**src/rtl/flash_pkg.sv**
```systemverilog
// rtl/flash_pkg.sv - shared constants and types for the SPI flash read arbiter
package flash_pkg;
   localparam int         FLASH_ADDR_W    = 24;
   localparam logic [7:0] FLASH_READ_CMD  = 8'h03;
   localparam logic [7:0] FLASH_FILL_BYTE = 8'hFF;

   localparam logic REQ_CPU = 1'b0;
   localparam logic REQ_DMA = 1'b1;

   typedef enum logic [2:0] {
      ST_IDLE,
      ST_GRANT,
      ST_ISSUE,
      ST_WAIT,
      ST_ACK
   } flash_state_e;
endpackage

```
**src/rtl/flash_rr_arb2.sv**
```systemverilog
// rtl/flash_rr_arb2.sv - two-way round-robin arbiter with a latched last-grant pointer
module flash_rr_arb2
   import flash_pkg::*;
(
   input  logic       clk_i,
   input  logic       reset_i,
   input  logic [1:0] req_i,
   input  logic       advance_i,
   output logic [1:0] grant_o
);

   logic last_q;

   always_comb begin
      grant_o = req_i;
      if (&req_i) begin
         grant_o = (last_q == REQ_DMA) ? 2'b01 : 2'b10;
      end
   end

   // Resetting the pointer to DMA makes the CPU win the first tie.
   always_ff @(posedge clk_i) begin
      if (reset_i) begin
         last_q <= REQ_DMA;
      end else if (advance_i && (|grant_o)) begin
         last_q <= grant_o[REQ_DMA];
      end
   end

endmodule

```
**src/rtl/spi_flash_arbiter.sv**
```systemverilog
// rtl/spi_flash_arbiter.sv - CPU/DMA arbiter for a byte-read SPI flash engine with one-entry cache
module spi_flash_arbiter
   import flash_pkg::*;
#(
   parameter int         ADDR_W    = FLASH_ADDR_W,
   parameter int         TIMEOUT   = 1023,
   parameter logic [7:0] FILL_BYTE = FLASH_FILL_BYTE
) (
   input  logic              clk,
   input  logic              reset,
   input  logic              i_cpu_req,
   input  logic [ADDR_W-1:0] i_cpu_addr,
   output logic [7:0]        o_cpu_data,
   output logic              o_cpu_ack,
   output logic              o_MemoryReady,
   input  logic              i_dma_req,
   input  logic [ADDR_W-1:0] i_dma_addr,
   output logic [7:0]        o_dma_data,
   output logic              o_dma_ack,
   output logic              o_eng_start,
   output logic [ADDR_W-1:0] o_eng_addr,
   input  logic              i_eng_busy,
   input  logic              i_eng_done,
   input  logic [7:0]        i_eng_data,
   input  logic              i_cache_inv,
   output logic              o_timeout
);

   localparam int              WDW    = $clog2(TIMEOUT + 1);
   localparam logic [WDW-1:0]  WD_MAX = WDW'(TIMEOUT);

   flash_state_e      state_q;
   logic              gnt_q;
   logic [WDW-1:0]    wdog_q;
   logic              cache_valid_q;
   logic [ADDR_W-1:0] cache_addr_q;
   logic [7:0]        cache_data_q;
   logic              cpu_ack_q, dma_ack_q, eng_start_q, timeout_q, mem_ready_q;
   logic [7:0]        cpu_data_q, dma_data_q;
   logic [ADDR_W-1:0] eng_addr_q;

   logic [1:0]        arb_gnt;
   logic              arb_adv;
   logic [ADDR_W-1:0] req_addr;
   logic              cache_hit;
   logic              deliver;
   logic [7:0]        deliver_data;
   logic              cpu_ack_d, dma_ack_d;

   flash_rr_arb2 u_arb (
      .clk_i     (clk),
      .reset_i   (reset),
      .req_i     ({i_dma_req, i_cpu_req}),
      .advance_i (arb_adv),
      .grant_o   (arb_gnt)
   );

   // deliver marks the edge that moves the FSM into ACK; the ack itself is a
   // registered pulse, suppressed if the granted requester has already let go.
   always_comb begin
      arb_adv      = (state_q == ST_IDLE) && (i_cpu_req || i_dma_req) && !cpu_ack_q && !dma_ack_q;
      req_addr     = (gnt_q == REQ_DMA) ? i_dma_addr : i_cpu_addr;
      cache_hit    = cache_valid_q && (cache_addr_q == req_addr);
      deliver      = ((state_q == ST_GRANT) && cache_hit) ||
                     ((state_q == ST_WAIT) && (i_eng_done || (wdog_q == WD_MAX)));
      deliver_data = FILL_BYTE;
      if (state_q == ST_GRANT) begin
         deliver_data = cache_data_q;
      end else if (i_eng_done) begin
         deliver_data = i_eng_data;
      end
      cpu_ack_d    = deliver && (gnt_q == REQ_CPU) && i_cpu_req;
      dma_ack_d    = deliver && (gnt_q == REQ_DMA) && i_dma_req;
   end

   always_ff @(posedge clk) begin
      if (reset) begin
         state_q       <= ST_IDLE;
         gnt_q         <= REQ_CPU;
         wdog_q        <= '0;
         cache_valid_q <= 1'b0;
         cache_addr_q  <= '0;
         cache_data_q  <= '0;
         cpu_ack_q     <= 1'b0;
         dma_ack_q     <= 1'b0;
         eng_start_q   <= 1'b0;
         timeout_q     <= 1'b0;
         mem_ready_q   <= 1'b1;
         cpu_data_q    <= '0;
         dma_data_q    <= '0;
         eng_addr_q    <= '0;
      end else begin
         eng_start_q <= 1'b0;
         cpu_ack_q   <= cpu_ack_d;
         dma_ack_q   <= dma_ack_d;
         mem_ready_q <= cpu_ack_d || !(i_cpu_req && !cpu_ack_q);
         if (cpu_ack_d) begin
            cpu_data_q <= deliver_data;
         end
         if (dma_ack_d) begin
            dma_data_q <= deliver_data;
         end

         case (state_q)
            ST_IDLE: begin
               if (arb_adv) begin
                  gnt_q   <= (arb_gnt == 2'b10);
                  state_q <= ST_GRANT;
               end
            end
            ST_GRANT: begin
               state_q <= cache_hit ? ST_ACK : ST_ISSUE;
            end
            ST_ISSUE: begin
               if (!i_eng_busy) begin
                  eng_start_q <= 1'b1;
                  eng_addr_q  <= req_addr;
                  wdog_q      <= '0;
                  state_q     <= ST_WAIT;
               end
            end
            ST_WAIT: begin
               if (i_eng_done) begin
                  cache_valid_q <= 1'b1;
                  cache_addr_q  <= eng_addr_q;
                  cache_data_q  <= i_eng_data;
                  state_q       <= ST_ACK;
               end else if (wdog_q == WD_MAX) begin
                  timeout_q <= 1'b1;
                  state_q   <= ST_ACK;
               end else begin
                  wdog_q <= wdog_q + 1'b1;
               end
            end
            ST_ACK: begin
               state_q <= ST_IDLE;
            end
            default: begin
               state_q <= ST_IDLE;
            end
         endcase

         // Placed after the fill so a coincident invalidate wins.
         if (i_cache_inv) begin
            cache_valid_q <= 1'b0;
         end
      end
   end

   assign o_cpu_data    = cpu_data_q;
   assign o_cpu_ack     = cpu_ack_q;
   assign o_MemoryReady = mem_ready_q;
   assign o_dma_data    = dma_data_q;
   assign o_dma_ack     = dma_ack_q;
   assign o_eng_start   = eng_start_q;
   assign o_eng_addr    = eng_addr_q;
   assign o_timeout     = timeout_q;

endmodule

```
**config.mk**
```make
export PLATFORM = sky130hd
export DESIGN_NAME = spi_flash_arbiter
export DESIGN_NICKNAME = d
export VERILOG_FILES = /design/src/rtl/flash_pkg.sv /design/src/rtl/flash_rr_arb2.sv /design/src/rtl/spi_flash_arbiter.sv
export SDC_FILE = /design/constraint.sdc
export NUM_CORES = 1
export LEC_CHECK = 0
export CAP_MARGIN = 30
export CORE_MARGIN = 5
export CORE_UTILIZATION = 35
export CTS_CLUSTER_SIZE = 20
export DETAILED_ROUTE_END_ITERATION = 7
export GPL_TIMING_DRIVEN = 1
export SYNTH_ARGS = -nofsm -noshare
export SYNTH_HDL_FRONTEND = slang
export SYNTH_SLANG_ARGS = --single-unit
```
**constraint.sdc**
```tcl
create_clock -name clk -period 3.3 [get_ports clk]
set_input_delay 0.495 -clock clk [delete_from_list [all_inputs] [get_ports clk]]
set_output_delay 0.495 -clock clk [all_outputs]
set_load 0.02 [all_outputs]
```
==> impl_metrics.json <==
{
  "post-route-period-util_pct": 88.8,
  "cts_tree": "built",
  "cap_violations": 0,
  "root_buffer": "clkbuf_16",
  "start_util_pct": 35.4,
  "cts.clk_slew.worst_paths_ns": 0.07,
  "power_density_nw_per_um2": 464,
  "clock-sinks": 93,
  "wl_per_cell_um": 14.4,
  "finalHoldViolCount": 0,
  "p_total_w": 0.00253,
  "ys.warnings.count": 0,
  "slew_violations": 0,
  "clock_latency_ns": 0.33,
  "rsz0062_at_grt": "no",
  "reg2reg_from": "gnt_q$_SDFFE_PP0P_",
  "worstHoldStart": "cache_data_q[2]$_SDFFE_PP0P_",
  "synth.area.top_cells": "dfxtp_1, mux2i_1, nand2_1",
  "nNetsFinal": 616,
  "route.vias.total": 3410,
  "cts_buffer_depth": 2,
  "numCtsBuffers": 9,
  "antenna_found_initial": 0,
  "path_max_fanout": 17,
  "drt-vias-per-instance": 4.88,
  "synth_fp_nets": 520,
  "path_common_cell": "mux2i_1",
  "ctsHoldBuffers": 0,
  "synth_largest_area_cell": "dfxtp_1",
  "grt-ovfl-total": 0,
  "htreeDepth": 3,
  "grt_first_pass_wirelength_um": 16200,
  "worstPathArrival_ns": 3.13,
  "p_leak_nw": 1.95,
  "r2r_slack_ns": 0.37,
  "die-area_um2": 13700,
  "crit_buf_inv": 1,
  "io_buffers": 107,
  "drtAntennaViolNets": 0,
  "ys_ff_latch": 93,
  "synth_top_area_share_pct": 46.4,
  "syn_area_um2": 4010,
  "cp_top_family": "simple AND/OR/NAND/NOR gates",
  "final_core_util_pct": 48.3,
  "final_area_um2": 5460,
  "grt_max_degree": 69,
  "syn-mean-instance-area_um2": 8.80,
  "dieHeight_um": 117,
  "fin_skew_ns": 0.00788,
  "drc": 0,
  "drt_iter0_drc": 156,
  "final_layout_size_suffix_gt1_share_pct": 5.76,
  "place_area_um2": 5190,
  "routed_wl_um": 10100,
  "syn_inst": 456,
  "ir_drop_uv": 218,
  "place.gp.congestion": 0.764,
  "area_growth_pct": 36.2,
  "yosysUniqueCellTypes": 37,
  "max_stage_delay_ns": 0.67,
  "layout_setup_ws_ns": 0.370,
  "coreArea_um2": 11300,
  "fmax_mhz": 341,
  "required_ns": 3.50,
  "cp-end-kind": "flop",
  "hpwl_um": 7270,
  "crit_type": "reg -> reg",
  "worstPathCellList": "buf_4, mux2i_1, xor2_1, nand2_1, or4_4, nor4_4, o21bai_2, mux2i_1",
  "worst_slew_pin_slew_ns": 0.730,
  "dieWidth_um": 117,
  "fin_crit_ns": 2.93,
  "cts_resized": 0,
  "drt-pass1-iter-count": 4,
  "grt_pass1_vias": 3335,
  "dp_worst_setup_slack_ns": 0.284,
  "start_kind": "flop",
  "synth-seq-area-share_pct": 46.4,
  "crit_path_start": "gnt_q$_SDFFE_PP0P_",
  "pin_count": 108,
  "post_cts_buffers": 0,
  "relSlewSlack_pct": 51.3,
  "setup_violations": 0,
  "hold_class": "reg -> reg",
  "grt_usage_pct": 14.9,
  "outcome": "finished, final reports clean",
  "finalSetupTns_ns": 0,
  "diodes": 0,
  "placementRows": 39,
  "slowest_stage": "dfxtp_2"
}
path summary, 6_finish.rpt:
| path | end | depth (start not counted) |
|---|---|---|
| worst max-delay path | o_dma_data[1]$_SDFFE_PP0P_ | 8 |
| worst min register to register | cache_data_q[2]$_SDFFE_PP0P_ | 2 |
| worst max register to register | o_dma_data[1]$_SDFFE_PP0P_ | 8 |
| worst min-delay path | cache_data_q[2]$_SDFFE_PP0P_ | 2 |
power by group:
group	total [W]	switching, W	internal (W)
Clock	0.000952	0.000424	0.000528
Combinational	0.000385	0.000195	0.000191
Sequential	0.00120	0.0000362	0.00116
registers in the layout (all words and copies together), names as in the netlist, 3 cells and up:
signal / flops
o_cpu_data: 8
o_dma_data: 8
cache_addr_q: 24
o_eng_addr: 24
state_q: 3
cache_data_q: 8
wdog_q: 10
kinds of logic after synthesis:
family,count (synthesis),share of synthesized area (%)
AND/OR/NAND/NOR,177,20.0
flip-flops,93,46.4
buffers and inverters,34,3.81
XOR/XNOR,31,6.77
AO/OA/AOI/OAI,80,12.7
adder cells (fa/ha/maj),1,0.312
multiplexers,40,9.98
cell usage after synthesis (all sizes together):
| cell type | count |
|---|---|
| xor2 | 22 |
| a2111oi | 2 |
| nand2b | 3 |
| buf | 8 |
| o211ai | 10 |
| mux2i | 40 |
| clkbuf | 23 |
| ha | 1 |
| or2 | 1 |
| clkinv | 1 |
| nand3 | 6 |
| or4 | 1 |
| o32a | 1 |
| a21oi | 38 |
| xnor2 | 9 |
| nand2 | 90 |
| dfxtp | 93 |
| o21ai | 3 |
| nor2b | 2 |
| or3 | 1 |
| nor2 | 43 |
| inv | 2 |
| nor3b | 2 |
| a211oi | 24 |
| nor4 | 5 |
| nand3b | 10 |
| and2 | 3 |
| o31ai | 1 |
| nor3 | 2 |
| nand4 | 6 |
| o21bai | 1 |
| and4 | 1 |
| and3 | 1 |
worst min-delay path: cells and delay by family, from the launching register on:
kind | cells | cell delay, ns
AO/OA/AOI/OAI | 1 | 0.05
flip-flops | 1 | 0.31
AND/OR/NAND/NOR | 1 | 0.05
routing by layer:
metal | routed length (um) | GRT usage (%) | vias up
met4 | 163 | 5.05 | 0
met1 | 4610 | 19.6 | 1554
li1 | - | - | 1754
met3 | 744 | 4.52 | 16
met5 | 0 | 0 | -
met2 | 4560 | 23.2 | 86
placed cells by master, fill, tap and decap left out, drive strengths merged, types with 4 or more instances in the layout:
cell type / count
clkinv: 4
nand3b: 10
clkdlybuf4s50: 106
dfxtp: 93
nand2: 90
buf: 10
xor2: 22
nand4: 6
clkbuf: 10
a211oi: 24
o211ai: 10
nor2: 43
a21oi: 38
mux2i: 40
nor4: 5
nand3: 6
xnor2: 9
through the flow:
step                std cells  hold WS, ns
global placement          684        0.442
floorplan                 456        0.436
global route              699        0.473
finish                    699        0.455
detailed placement        684        0.449
CTS                       699        0.458
cell type report:
class / count / area, um^2
clock buffer: 10 / 239
multi-input combinational: 329 / 2000
timing repair buffer: 116 / 1130
sequential: 93 / 1860
fill: 1103 / 5860
inverter: 3 / 11.3
tap: 143 / 179
clock inverter: 5 / 35.0
Note: power is estimated with default switching activity, not from simulation.
